[config.mk]
export PLATFORM = sky130hd
export DESIGN_NAME = k12a_lcd_ctl
export DESIGN_NICKNAME = d
export VERILOG_FILES = /design/src/rtl/k12a_lcd_ctl.sv
export SDC_FILE = /design/constraint.sdc
export NUM_CORES = 1
export LEC_CHECK = 0
export ABC_AREA = 1
export CORE_ASPECT_RATIO = 0.75
export CORE_UTILIZATION = 62
export CTS_CLUSTER_DIAMETER = 30
export DETAILED_ROUTE_END_ITERATION = 10
export GPL_ROUTABILITY_DRIVEN = 0
export PLACE_DENSITY = 0.86
export SETUP_SLACK_MARGIN = 0.02
export SYNTH_ARGS = -nofsm -noshare
export SYNTH_HDL_FRONTEND = slang
export SYNTH_SLANG_ARGS = --single-unit
[constraint.sdc]
create_clock -name sys_clock -period 4.6 [get_ports sys_clock]
set_input_delay 0.46 -clock sys_clock [delete_from_list [all_inputs] [get_ports sys_clock]]
set_output_delay 0.46 -clock sys_clock [all_outputs]
set_load 0.005 [all_outputs]
[src/rtl/k12a_lcd_ctl.sv]
// HD44780 character LCD sequencer: power-on init, then one byte write per
// valid/ready handshake with setup / enable-pulse / hold / settle timing.
module k12a_lcd_ctl #(
  parameter int SETUP_CYCLES      = 2,
  parameter int PULSE_CYCLES      = 12,
  parameter int HOLD_CYCLES       = 2,
  parameter int CMD_WAIT_CYCLES   = 2000,
  parameter int CLEAR_WAIT_CYCLES = 80000,
  parameter int POWERUP_CYCLES    = 1000000
) (
  input  logic       sys_clock,
  input  logic       reset,
  input  logic       req_valid,
  input  logic       req_rs,
  input  logic [7:0] req_data,
  output logic       req_ready,
  output logic       init_done,
  output logic       lcd_rs,
  output logic       lcd_rw,
  output logic       lcd_en,
  output logic [7:0] lcd_data
);

  localparam int MAX_A  = (SETUP_CYCLES > PULSE_CYCLES) ? SETUP_CYCLES : PULSE_CYCLES;
  localparam int MAX_B  = (HOLD_CYCLES > CMD_WAIT_CYCLES) ? HOLD_CYCLES : CMD_WAIT_CYCLES;
  localparam int MAX_C  = (CLEAR_WAIT_CYCLES > POWERUP_CYCLES) ? CLEAR_WAIT_CYCLES : POWERUP_CYCLES;
  localparam int MAX_AB = (MAX_A > MAX_B) ? MAX_A : MAX_B;
  localparam int MAX_ALL = (MAX_AB > MAX_C) ? MAX_AB : MAX_C;
  localparam int CW = $clog2(MAX_ALL) + 1;

  typedef enum logic [2:0] {
    POWERUP    = 3'd0,
    INIT_ISSUE = 3'd1,
    IDLE       = 3'd2,
    SETUP      = 3'd3,
    PULSE      = 3'd4,
    HOLD       = 3'd5,
    WAIT       = 3'd6
  } state_t;

  state_t        state_q, state_d;
  logic [CW-1:0] cnt_q, cnt_d;
  logic [2:0]    idx_q, idx_d;
  logic          rs_q, rs_d;
  logic [7:0]    data_q, data_d;
  logic          en_q, en_d;
  logic          rw_q, rw_d;
  logic          ready_q, ready_d;
  logic          init_done_q, init_done_d;
  logic          issue_s;

  function automatic logic [7:0] init_cmd(input logic [2:0] idx);
    case (idx)
      3'd0:    init_cmd = 8'h38;
      3'd1:    init_cmd = 8'h0C;
      3'd2:    init_cmd = 8'h06;
      3'd3:    init_cmd = 8'h01;
      default: init_cmd = 8'h00;
    endcase
  endfunction

  // Clear (0x01) and home (0x02/0x03) commands need the long settle time.
  function automatic logic is_slow_cmd(input logic rs, input logic [7:0] data);
    is_slow_cmd = (rs == 1'b0) && (data[7:2] == 6'd0) && (data != 8'h00);
  endfunction

  // Next-state, counter and pin-value computation.
  always_comb begin
    state_d     = state_q;
    cnt_d       = cnt_q;
    idx_d       = idx_q;
    rs_d        = rs_q;
    data_d      = data_q;
    init_done_d = init_done_q;
    issue_s     = 1'b0;
    case (state_q)
      POWERUP: begin
        if (cnt_q == CW'(0)) issue_s = 1'b1;
        else                 cnt_d = cnt_q - CW'(1);
      end
      INIT_ISSUE: issue_s = 1'b1;
      IDLE: begin
        if (req_valid && ready_q) begin
          rs_d    = req_rs;
          data_d  = req_data;
          state_d = SETUP;
          cnt_d   = CW'(SETUP_CYCLES - 1);
        end else begin
          state_d = IDLE;
        end
      end
      SETUP: begin
        if (cnt_q == CW'(0)) begin
          state_d = PULSE;
          cnt_d   = CW'(PULSE_CYCLES - 1);
        end else begin
          cnt_d = cnt_q - CW'(1);
        end
      end
      PULSE: begin
        if (cnt_q == CW'(0)) begin
          state_d = HOLD;
          cnt_d   = CW'(HOLD_CYCLES - 1);
        end else begin
          cnt_d = cnt_q - CW'(1);
        end
      end
      HOLD: begin
        if (cnt_q == CW'(0)) begin
          state_d = WAIT;
          if (is_slow_cmd(rs_q, data_q)) cnt_d = CW'(CLEAR_WAIT_CYCLES - 1);
          else                           cnt_d = CW'(CMD_WAIT_CYCLES - 1);
        end else begin
          cnt_d = cnt_q - CW'(1);
        end
      end
      WAIT: begin
        if (cnt_q == CW'(0)) begin
          if (init_done_q) state_d = IDLE;
          else             issue_s = 1'b1;
        end else begin
          cnt_d = cnt_q - CW'(1);
        end
      end
      default: begin
        state_d = POWERUP;
        cnt_d   = CW'(POWERUP_CYCLES - 1);
      end
    endcase

    // INIT_ISSUE is resolved on the same edge that leaves POWERUP/WAIT, so
    // the init sequence costs no extra cycles per command.
    if (issue_s) begin
      if (idx_q == 3'd4) begin
        state_d     = IDLE;
        init_done_d = 1'b1;
      end else begin
        rs_d    = 1'b0;
        data_d  = init_cmd(idx_q);
        idx_d   = idx_q + 3'd1;
        state_d = SETUP;
        cnt_d   = CW'(SETUP_CYCLES - 1);
      end
    end else begin
      idx_d = idx_d;
    end

    en_d    = (state_d == PULSE);
    rw_d    = 1'b0;
    ready_d = (state_d == IDLE) && init_done_d;
  end

  // State and pin registers; reset is the POWERUP entry, so the counter
  // starts preloaded with the power-up delay.
  always_ff @(posedge sys_clock or posedge reset) begin
    if (reset) begin
      state_q     <= POWERUP;
      cnt_q       <= CW'(POWERUP_CYCLES - 1);
      idx_q       <= 3'd0;
      rs_q        <= 1'b0;
      data_q      <= 8'h00;
      en_q        <= 1'b0;
      rw_q        <= 1'b0;
      ready_q     <= 1'b0;
      init_done_q <= 1'b0;
    end else begin
      state_q     <= state_d;
      cnt_q       <= cnt_d;
      idx_q       <= idx_d;
      rs_q        <= rs_d;
      data_q      <= data_d;
      en_q        <= en_d;
      rw_q        <= rw_d;
      ready_q     <= ready_d;
      init_done_q <= init_done_d;
    end
  end

  assign req_ready = ready_q;
  assign init_done = init_done_q;
  assign lcd_rs    = rs_q;
  assign lcd_rw    = rw_q;
  assign lcd_en    = en_q;
  assign lcd_data  = data_q;

endmodule

==> out/qor.csv <==
metric,value,unit
status,"complete, no violations",
Post-Syn Nets,406,
final hold slack,0.541,ns
num ports,25,
RSZ-0062 raised after global routing,false,
CTS resizes,0,
post-CTS setup buffer count,0,
count of cell types in the netlist,40,
share of layout cells above drive strength 1,0.123,
Final Cycle Share,0.485,
Pwr Density,191,nW/um^2
Area growth syn-to-layout,12.9,%
initial antenna violation count,0,
Worst Path Arrival,2.40,ns
Die Area,4680,sq um
Clock Skew,0.0129,ns
Yosys top cell area share,0.247,
Setup CP Type,flip-flop to flip-flop,
Clock Root Buffer,clkbuf_8,
routed wire length,6.74,mm
Wirelength per Cell,14.4,um
post-route setup TNS,0,ns
# rows,20,
CP Launch Type,flip-flop,
worst-case headroom to the max-slew limit,0.376,
H-tree depth,2,
syn_area_per_cell,7.08,sq um
placed cell count,461,
netlist area before placement,2730,sq um
pin count of the biggest net entering global routing,40,
Hold Path Depth,2,
minimum clock period,2.23,ns
port buffer count,23,
"EDFF count, synth",0,
Num CTS Buffers,5,
total power,0.591,mW
Final Hold Fails,0,
Core ar.,4130,sq um
Chip Width,78.7,um
synth top area cells,"dfrtp_1 25%, nand2_1 13%, dfstp_2 12%, nor2_1 8.2%, inv_1 5.6%",
Routed Antenna Nets,0,
Via density,5.63,
Synth area leader,dfrtp_1,
Post-DP Area,3010,sq um
CP required,4.76,ns
post-synthesis register bit count,39,
1st-pass router iterations,5,
clk slew on worst S/H paths,0.08,ns
Slew Limit Fails,0,
final non-filler cell total,469,
Post-CTS Hold Buffers,0,
sequential-to-total area share from yosys stat,0.362,
Hold WC Path Type,flip-flop to flip-flop,
FMAX,0.448,GHz
Pleak,1.56,nW
max_cap viols,0,
critical path peak fanout,16,
Gate Count Post-Synth,386,
Finished Cell Area,3090,sq um
Async SR Flop Fraction,1.00,
Synth Warn #,0,
CP endpoint kind,flip-flop,
initial DRC count,280,
Overflow after GRT,0,
predominant post-synthesis flop cell,dfrtp_1,
CTS Buffer Depth,2,
Peak VDD IR,129,uV
DR vias,2641,
Starting Density,0.662,
clk sinks,39,
Residual DRC,0,
dpl hpwl,5.03,mm
Clock Latency Late Sink,0.30,ns
slew at the pin closest to its max-slew limit,0.932,ns
final setup fails,0,
first-pass GRT wire length,11.5,mm
vias in the first global route,2437,
Nets,433,
die height,59.5,um
GRT Resource Usage Total,0.328,
ant diodes,0,
CTS tree,built,
Reg2Reg Depth,8,
[state kept, by name (all words and copies together), names as in the netlist]
register	flops
cnt_q	21
idx_q	3
init_done	1
lcd_data	8
lcd_en	1
lcd_rs	1
req_ready	1
state_q	3
[kinds of logic (layout without fill, tap and decap cells)]
| family | count (synthesis) | count (layout) | synth area share |
|---|---|---|---|
| buffers and inverters | 56 | 84 | 0.0842 |
| XOR/XNOR | 12 | 12 | 0.0384 |
| flip-flops | 39 | 39 | 0.362 |
| AND/OR/NAND/NOR | 206 | 206 | 0.333 |
| adder cells (fa/ha/maj) | 8 | 8 | 0.0366 |
| AO/OA/AOI/OAI | 58 | 58 | 0.122 |
| other | 1 | 1 | 0.00137 |
| multiplexers | 6 | 6 | 0.0224 |
[per-layer routing]
layer  track usage  share of wire
met5             0              0
met4         0.130          0.022
met3        0.0508          0.076
met2         0.494           0.43
met1         0.476           0.48
[per-stage QoR]
step	setup slack, ns	util
detailed placement	2.22	0.728
floorplan	2.85	-
CTS	2.40	0.748
global route	2.16	0.748
finish	2.37	0.748
global placement	2.22	0.728
[synth_stat cells (3+ instances only)]
master,count
nor2_1,60
inv_2,11
inv_1,41
nand3_1,23
a21oi_1,28
nand4_1,6
xor2_1,9
dfrtp_1,27
ha_1,8
nand2_2,5
mux2i_1,5
nand2_1,96
xnor2_1,3
o22ai_1,4
o21ai_1,4
dfstp_2,12
nor2_2,4
o21ai_0,12
[placed cells by master (no fill, tap or decap), types with 6 or more instances in the layout]
| master | n |
|---|---|
| dfstp_2 | 12 |
| o21ai_0 | 12 |
| dfrtp_1 | 27 |
| clkdlybuf4s50_1 | 23 |
| inv_2 | 11 |
| a21oi_1 | 28 |
| ha_1 | 8 |
| nand2_1 | 96 |
| inv_1 | 41 |
| xor2_1 | 9 |
| nand3_1 | 23 |
| nor2_1 | 60 |
| nand4_1 | 6 |
[layout make-up]
cell class,instances,area [sq um]
Multi-Input combinational cell,291,1510
Fill cell,328,1040
Sequential cell,39,991
Timing Repair Buffer,24,238
Inverter,52,195
Clock buffer,7,76.3
Tap cell,55,68.8
Clock inverter,1,5.00
[report_power, final]
| part | switching, mW | internal (mW) | leakage [nW] |
|---|---|---|---|
| Combinational | 0.00825 | 0.00882 | 1.06 |
| Sequential | 0 | 0.343 | 0.455 |
| Clock | 0.124 | 0.107 | 0.0422 |
[final timing paths]
| path | to | start | slack, ns |
|---|---|---|---|
| worst min register to register | cnt_q[9]$_DFF_PP1_ | cnt_q[9]$_DFF_PP1_ | 0.54 |
| worst min-delay path | cnt_q[9]$_DFF_PP1_ | cnt_q[9]$_DFF_PP1_ | 0.54 |
| max in group asynchronous | cnt_q[16]$_DFF_PP1_ | reset | 3.67 |
| min in group asynchronous | cnt_q[13]$_DFF_PP0_ | reset | 0.57 |
| worst max register to register | lcd_data[3]$_DFF_PP0_ | cnt_q[9]$_DFF_PP1_ | 2.37 |
| worst max-delay path | lcd_data[3]$_DFF_PP0_ | cnt_q[9]$_DFF_PP1_ | 2.37 |
[critical path, stage by stage (launching register included)]
cell,delay [ns]
dfstp_2,0.40
nor2_1,0.20
nand2_1,0.14
nor2_1,0.19
nand3_2,0.29
o21ai_4,0.28
nand2_4,0.15
inv_2,0.29
o22ai_1,0.13
Power figures use the tool's default switching activity.
